**config.mk**
```make
export PLATFORM = sky130hd
export DESIGN_NAME = fdc_host_bridge
export DESIGN_NICKNAME = d
export VERILOG_FILES = /design/src/rtl/fdc_host_bridge.sv
export SDC_FILE = /design/constraint.sdc
export NUM_CORES = 1
export LEC_CHECK = 0
export BUFFER_PORTS_ARGS = -buffer_cell sky130_fd_sc_hd__buf_2
export CELL_PAD_IN_SITES_DETAIL_PLACEMENT = 1
export CELL_PAD_IN_SITES_GLOBAL_PLACEMENT = 1
export CORE_MARGIN = 1.5
export CORE_UTILIZATION = 34
export DETAILED_ROUTE_END_ITERATION = 10
export PLACE_DENSITY = 0.79
export SLEW_MARGIN = 20
export SYNTH_ARGS = -nofsm -noshare
export SYNTH_HDL_FRONTEND = slang
export SYNTH_SLANG_ARGS = --single-unit
export TNS_END_PERCENT = 5
```
**constraint.sdc**
```tcl
create_clock -name CLK -period 1.8 [get_ports CLK]
set_input_delay 0.27 -clock CLK [delete_from_list [all_inputs] [get_ports CLK]]
set_output_delay 0.27 -clock CLK [all_outputs]
set_load 0.02 [all_outputs]
```
**src/rtl/fdc_host_bridge.sv**
```systemverilog
// CPU-side front end for 1..4 WD1793 drives: control register, CE divider, strobe-to-pulse bridge.
// Optional auto motor-off is built when MOTOR_TIMEOUT_EN is defined.
module fdc_host_bridge #(
  parameter int          NUM_DRIVES  = 4,
  parameter int          CE_DIV      = 6,
  parameter logic [23:0] MOTOR_TICKS = 24'd10_000_000
) (
  input  logic                    CLK,
  input  logic                    RESET_N,
  input  logic [3:0]              ADDRESS,
  input  logic [7:0]              DATA_IN,
  input  logic                    CTRL_WR,
  input  logic                    CTRL_RD,
  input  logic                    FDC_RD_STB,
  input  logic                    FDC_WR_STB,
  input  logic [8*NUM_DRIVES-1:0] DRV_DOUT,
  input  logic [NUM_DRIVES-1:0]   DRV_DRQ,
  input  logic [NUM_DRIVES-1:0]   DRV_INTRQ,
  output logic                    CE,
  output logic [NUM_DRIVES-1:0]   DRV_RD,
  output logic [NUM_DRIVES-1:0]   DRV_WR,
  output logic [1:0]              DRV_ADDR,
  output logic [7:0]              DRV_DIN,
  output logic                    DRV_SIDE,
  output logic [1:0]              DRV_INDEX,
  output logic [7:0]              DATA_OUT,
  output logic                    HALT,
  output logic                    NMI,
  output logic                    MOTOR_ON
);
  localparam int CW = $clog2(CE_DIV);

  typedef enum logic [1:0] {IDLE, WAITCE, PULSE} state_t;

  state_t          state, nxt;
  logic [CW-1:0]   ce_cnt;
  logic [2:0]      rd_pipe, wr_pipe;
  logic            rd_trig, wr_trig, trig, s1_rise;
  logic [2:0]      ds;
  logic            motor, precomp, density, b6, halt_en;
  logic [1:0]      tgt;
  logic            kind_wr;
  logic            dec_ok, dec_side;
  logic [1:0]      dec_idx;
  logic [7:0]      sel_dout;
  logic            sel_drq, sel_intrq;
  logic            motor_expire;
  logic            unused_bits;

  assign CE = (ce_cnt == CW'(CE_DIV - 1));

  always_ff @(posedge CLK or negedge RESET_N)
    if (!RESET_N)  ce_cnt <= '0;
    else if (CE)   ce_cnt <= '0;
    else           ce_cnt <= ce_cnt + 1'b1;

  // pipe[0]/pipe[1] are synchroniser stages 1/2; pipe[2] only serves stage-2 edge detection
  always_ff @(posedge CLK or negedge RESET_N)
    if (!RESET_N) begin
      rd_pipe <= '0;
      wr_pipe <= '0;
    end else begin
      rd_pipe <= {rd_pipe[1:0], FDC_RD_STB};
      wr_pipe <= {wr_pipe[1:0], FDC_WR_STB};
    end

  assign s1_rise = (rd_pipe[0] & ~rd_pipe[1]) | (wr_pipe[0] & ~wr_pipe[1]);
  assign rd_trig = rd_pipe[1] & ~rd_pipe[2];
  assign wr_trig = wr_pipe[1] & ~wr_pipe[2];
  assign trig    = rd_trig | wr_trig;

  always_ff @(posedge CLK or negedge RESET_N)
    if (!RESET_N) begin
      DRV_ADDR <= '0;
      DRV_DIN  <= '0;
    end else if (s1_rise) begin
      DRV_ADDR <= ADDRESS[1:0];
      DRV_DIN  <= DATA_IN;
    end

  always_comb begin
    dec_ok   = 1'b1;
    dec_side = 1'b0;
    dec_idx  = 2'd0;
    case ({DATA_IN[6], DATA_IN[2:0]})
      4'b1000: dec_idx = 2'd3;
      4'b0100: dec_idx = 2'd2;
      4'b0010: dec_idx = 2'd1;
      4'b0001: dec_idx = 2'd0;
      4'b1100: begin dec_idx = 2'd2; dec_side = 1'b1; end
      4'b1010: begin dec_idx = 2'd1; dec_side = 1'b1; end
      4'b1001: begin dec_idx = 2'd0; dec_side = 1'b1; end
      default: dec_ok = 1'b0;
    endcase
  end

  always_ff @(posedge CLK or negedge RESET_N)
    if (!RESET_N) begin
      ds <= '0; motor <= 1'b0; precomp <= 1'b0; density <= 1'b0; b6 <= 1'b0;
      halt_en <= 1'b0; DRV_INDEX <= '0; DRV_SIDE <= 1'b0;
    end else begin
      if (CTRL_WR) begin
        ds      <= DATA_IN[2:0];
        motor   <= DATA_IN[3];
        precomp <= DATA_IN[4];
        density <= DATA_IN[5];
        b6      <= DATA_IN[6];
        if (dec_ok) begin
          DRV_INDEX <= dec_idx;
          DRV_SIDE  <= dec_side;
        end
      end else if (motor_expire) begin
        motor <= 1'b0;
      end
      // a pending interrupt beats a simultaneous attempt to re-arm halt
      if (sel_intrq)     halt_en <= 1'b0;
      else if (CTRL_WR)  halt_en <= DATA_IN[7];
    end

  always_ff @(posedge CLK or negedge RESET_N)
    if (!RESET_N) state <= IDLE;
    else          state <= nxt;

  always_comb begin
    nxt = state;
    case (state)
      IDLE:    if (trig) nxt = WAITCE;
      WAITCE:  if (CE)   nxt = PULSE;
      PULSE:   if (CE)   nxt = IDLE;
      default: nxt = IDLE;
    endcase
  end

  always_ff @(posedge CLK or negedge RESET_N)
    if (!RESET_N) begin
      tgt     <= '0;
      kind_wr <= 1'b0;
    end else if (state == IDLE && trig) begin
      tgt     <= DRV_INDEX;
      kind_wr <= wr_trig;
    end

  // drive indices beyond NUM_DRIVES fall through to the defaults: DRQ=1, INTRQ=0, data 00, no pulse
  always_comb begin
    DRV_RD    = '0;
    DRV_WR    = '0;
    sel_dout  = 8'h00;
    sel_drq   = 1'b1;
    sel_intrq = 1'b0;
    for (int i = 0; i < NUM_DRIVES; i++) begin
      if (state == PULSE && tgt == 2'(i)) begin
        DRV_WR[i] = kind_wr;
        DRV_RD[i] = ~kind_wr;
      end
      if (DRV_INDEX == 2'(i)) begin
        sel_dout  = DRV_DOUT[8*i +: 8];
        sel_drq   = DRV_DRQ[i];
        sel_intrq = DRV_INTRQ[i];
        if (rd_pipe[1] && !kind_wr && state != IDLE) DRV_RD[i] = 1'b1;
      end
    end
  end

  assign DATA_OUT = CTRL_RD    ? {halt_en, b6, density, precomp, motor, ds} :
                    rd_pipe[1] ? sel_dout : 8'h00;
  assign NMI      = density & sel_intrq;
  assign HALT     = halt_en & ~sel_drq;
  assign MOTOR_ON = motor;

`ifdef MOTOR_TIMEOUT_EN
  logic [23:0] idle_cnt;

  assign motor_expire = motor && (idle_cnt == MOTOR_TICKS);
  assign unused_bits  = ^ADDRESS[3:2];

  always_ff @(posedge CLK or negedge RESET_N)
    if (!RESET_N)                                   idle_cnt <= '0;
    else if (CTRL_WR || trig || state != IDLE)      idle_cnt <= '0;
    else if (motor && idle_cnt != MOTOR_TICKS)      idle_cnt <= idle_cnt + 24'd1;
`else
  assign motor_expire = 1'b0;
  assign unused_bits  = ^{ADDRESS[3:2], MOTOR_TICKS};
`endif

endmodule

```
# == Word-level counts from Yosys, hierarchy flattened ==
# Cells that the tools add are included.
# Widths: inputs -> output; s select.
# totals
ff_bits,35
in_bits,58
output_inout_bits,33
wordCells,109
# op_classes
addsub,1
eq_ne,19
muxes,40
n_bitwise,14
n_reduce_logical,19
# op_table
op,count
$mux 8,6
$mux 1,28
$eq 4x4->1 const B,4
$pmux 2 s3,2
$eq 2x2->1 const B,5
$logic_and 1x1->1,7
$reduce_or 7->1,1
$and 1x1->1,6
$eq 2x1->1 const B,3
$logic_not 2->1,3
$mux 2,3
$ne 2x2->1 const B,3
$not 1->1,6
$eq 4x1->1 const B,1
$eq 4x2->1 const B,1
$eq 4x3->1 const B,1
$reduce_bool 2->1,2
$reduce_or 2->1,2
$add 3x1->3 const B,1
$eq 3x3->1 const B,1
$mux 3,1
$reduce_and 3->1,1
$reduce_or 3->1,1
$or 1x1->1,2
other kinds (2),2

# == Longest topological paths before layout ==
# depth
ltp_word,7
depth_mapped,5

# == Worst setup path before layout ==
# No wires, ideal clock.
# synth_path
kind,flip-flop to output port
start,register DRV_INDEX[1]
end,output port DRV_RD[0]
arrival_time_ns,1.523
slack_ns,0.007
path_stages_with_launch,5
path_buffers,2
path_cell_list,dfrtp_1 clkbuf_1 buf_2 or3_1 a21oi_1
# synth_via
elab_chain_len,2
# synth_lines
item,line_no,rtl
"start, declared",25,"output logic [1:0] DRV_INDEX,"
"start signal, assigned",109,DRV_INDEX <= dec_idx;
$logic_not 2->1,155,if (DRV_INDEX == 2'(i)) begin
$mux 1,155,
"end, declared",20,"output logic [NUM_DRIVES-1:0] DRV_RD,"
# No other way between the ends.

# == Worst setup path in the final report ==
# layout_path
start,register DRV_INDEX[0]
end,output port DATA_OUT[4]
# layout_via
elab_chain_len,7
# layout_lines
item,line_no,rtl
$logic_not 2->1,155,
$mux 8 (3 in series),155,
$mux 8 (*),155,
$mux 8 (*),165,rd_pipe[1] ? sel_dout : 8'h00;
$mux 8 (*),164,"assign DATA_OUT = CTRL_RD ? {halt_en, b6, density, precomp, motor, ds} :"
"end, declared",26,"output logic [7:0] DATA_OUT,"
# Mark *: on every way between the ends. The rest lies on a longest branch, timed or not.

==> reports/qor.yml <==
worst_setup_path:
  crit_type: "reg2out"
  startpoint_type: "flop"
  path_buf_inv: 2
  critPathTopFamily: "multiplexers"
  worstReg2RegEnd: "tgt[1]$_DFFE_PN0P_"
  crit_slowest_cell: "mux4_2"
  critPathMostFrequentCell: "buf_6"
  slowest_delay_ns: 0.51
  reg2reg_from: "rd_pipe[1]$_DFF_PN0_"
  critPathMaxFanout: 6
  cp.arrival_ns: 1.70
  rr_worst_depth: 3
  end_kind: "primary output"
  crit_required_ns: 1.53
  r2r_slack_ns: 0.32
  crit_chain: "buf_6, mux4_2, a22o_1, buf_6"
route:
  dr.pass1.iters: 4
  vias: 1560
  avgViaCountPerCell: 4.97
  drtAntennaViolNets: 0
  wl_per_cell_microns: 16.2
  drtIter0Drc: 60
  wirelength_microns: 5080
  drc: 0
grt:
  grt_pass1_vias: 1598
  overflow: 0
  antenna_found_initial: 0
  grt_max_degree: 36
  gr-usage-all-layers_pct: 17.7
  grt_pass1_wl_microns: 8020
die:
  core-area_sq_um: 5170
  io-pin-count: 91
  rows: 26
  fp.dieW_microns: 76.6
  dieArea_sq_um: 5860
  dieHeight_microns: 76.6
  initial_core_util_pct: 35.6
power_and_ir_drop:
  combPwrFrac_pct: 32.4
  power_frac_clock_pct: 25.9
  vdd_drop_max_uv: 420
  p_int_mw: 1.65
  seq_power_share_pct: 41.7
  power.switching_mw: 0.807
  power_density_nw_per_um2: 958
  leakage_nw: 1.21
  swShare_pct: 32.9
timing:
  relSlewSlack_pct: 68.7
  skew_ns: 0.00642
  fmax_mhz: 508
  setup_tns_ns: -1.63
  slew_violations: 0
  finalHoldViolations: 0
  tightestPinTransition_ns: 0.465
  hold_ws_ns: 0.0830
  finalCritPeriodShare_pct: 109
  setup_viol: 13
  post-route-min-period_ns: 1.97
  rsz0062_at_grt: "true"
  fin_ws_ns: -0.170
synthesis:
  yosysTopAreaCell: "dfrtp_1"
  ys_ff_latch: 35
  synthCells: 148
  synth_top_cells_by_area: "dfrtp_1 (48%), mux2_2 (11%), mux4_1 (8.6%), mux4_2 (4.9%), a22o_1 (4.3%)"
  yosysSeqAreaShare_pct: 47.6
  yosys_most_used_dff: "dfrtp_1"
  async_flop_share_pct: 100
  synth_most_common_cell: "dfrtp_1"
  synth_edf_count: 0
  yosysUniqueCellTypes: 33
  netlist_area_sq_um: 1840
  yosys_warnings: 0
  yosys.area.top_type_share_pct: 47.6
  syn_nets: 206
  netlist_top_cells_count: "dfrtp_1 (35), mux2_2 (18), o21ai_0 (12)"
  postSynthAreaPerCell_sq_um: 12.4
placement:
  dpl.hpwl_microns: 3900
  dp_cells: 303
  portBuffers: 88
  gp_congestion: 0.797
min_path:
  hp-start: "FDC_RD_STB"
  min_path_type: "in2reg"
  min_path_cells: 1
  min_to: "rd_pipe[0]$_DFF_PN0_"
clock_tree:
  cts.sinks: 35
  htreeDepth: 2
  clock_latency_ns: 0.29
  clkTransAtPathRegs_ns: 0.07
  clockRootBuffer: "clkbuf_8"
  cts_tree: "done"
  clockBufferDepth: 2
  numCtsBuffers: 5
finish:
  fin_nets: 301
  fin_cells: 314
  drive_above_1_share_pct: 56.1
  utilization_pct: 49.5
  area_growth_pct: 39.3
  diodes: 0
status:
  status: "finished, violations left"
  violations: "negative setup slack"
run:
  cap_violations: 0
[power by group through the flow]
stage               Sequential (mW)  Combinational (mW)  Clock [mW]
floorplan                      1.05               0.440           0
global placement               1.03               0.719           0
detailed placement             1.03               0.738           0
CTS                            1.02               0.774       0.654
global route                   1.05               0.856       0.687
finish                         1.02               0.794       0.636
[through the flow]
step                cell area [sq um]  power (mW)  worst slack (ns)
finish                           2560        2.45            -0.170
global route                     2560        2.59            -0.226
CTS                              2500        2.45            -0.206
detailed placement               2380        1.77            0.0669
global placement                 2380        1.75            0.0929
floorplan                        1840        1.49           0.00749
[sequential cells by signal, summed over array words and instances (netlist names), 2 cells and up]
register and flops:
DRV_DIN 8, tgt 2, DRV_INDEX 2, state 2
rd_pipe 3, ce_cnt 3, DRV_ADDR 2, wr_pipe 3
ds 3
[worst max path at each step]
stage                                   from          end  slack (ns)  depth (start not counted)
floorplan           DRV_INDEX[1]$_DFFE_PN0P_    DRV_RD[0]       0.007                          4
finish              DRV_INDEX[0]$_DFFE_PN0P_  DATA_OUT[4]       -0.17                          4
global route        DRV_INDEX[0]$_DFFE_PN0P_  DATA_OUT[4]       -0.23                          4
global placement    DRV_INDEX[0]$_DFFE_PN0P_  DATA_OUT[4]        0.09                          4
CTS                 DRV_INDEX[0]$_DFFE_PN0P_  DATA_OUT[4]       -0.21                          4
detailed placement  DRV_INDEX[0]$_DFFE_PN0P_  DATA_OUT[4]        0.07                          4
[cells by family after synthesis]
group | share of synthesized area, %
compound gates | 11.6
simple gates | 10.3
xor+xnor | 0.476
flops | 47.6
mux | 25.6
buf+inv | 4.42
[layout by cell type, fill, tap and decap left out, types with 2 or more instances in the layout]
cell type,instances
a21oi_2,2
a22o_1,9
buf_12,2
buf_2,75
buf_4,10
buf_6,9
clkbuf_8,7
dfrtp_1,34
inv_1,7
mux2_2,18
mux2i_1,2
mux4_2,10
nand2_1,6
nand2b_1,6
nand3_1,2
nor2_1,8
nor2b_1,4
o21ai_0,12
o32a_1,2
or3_1,3
[metal layers]
| layer | vias to the layer above | track usage (%) | wire length, microns |
|---|---|---|---|
| met5 | - | 0 | 0 |
| met4 | 0 | 8.33 | 104 |
| met3 | 8 | 4.67 | 339 |
| met2 | 62 | 30.1 | 2550 |
| met1 | 753 | 20.8 | 2090 |
| li1 | 737 | - | - |
[repair_timing]
item                                    4_1_cts  5_1_grt
endpoints found under the setup margin       13       14
hold buffers                                  1        0
resized for setup                            15       17
setup buffers                                 1        1
pin swaps                                     1        7
endpoints found under the hold margin        35        0
[layout make-up]
type                            count  area, sq um
Fill cell                         589         2610
Sequential cell                    35          877
Multi-Input combinational cell     97          870
Timing Repair Buffer               97          602
Clock buffer                        8          100
Tap cell                           70         87.6
Inverter                            7         26.3
Power figures use the tool's default switching activity.
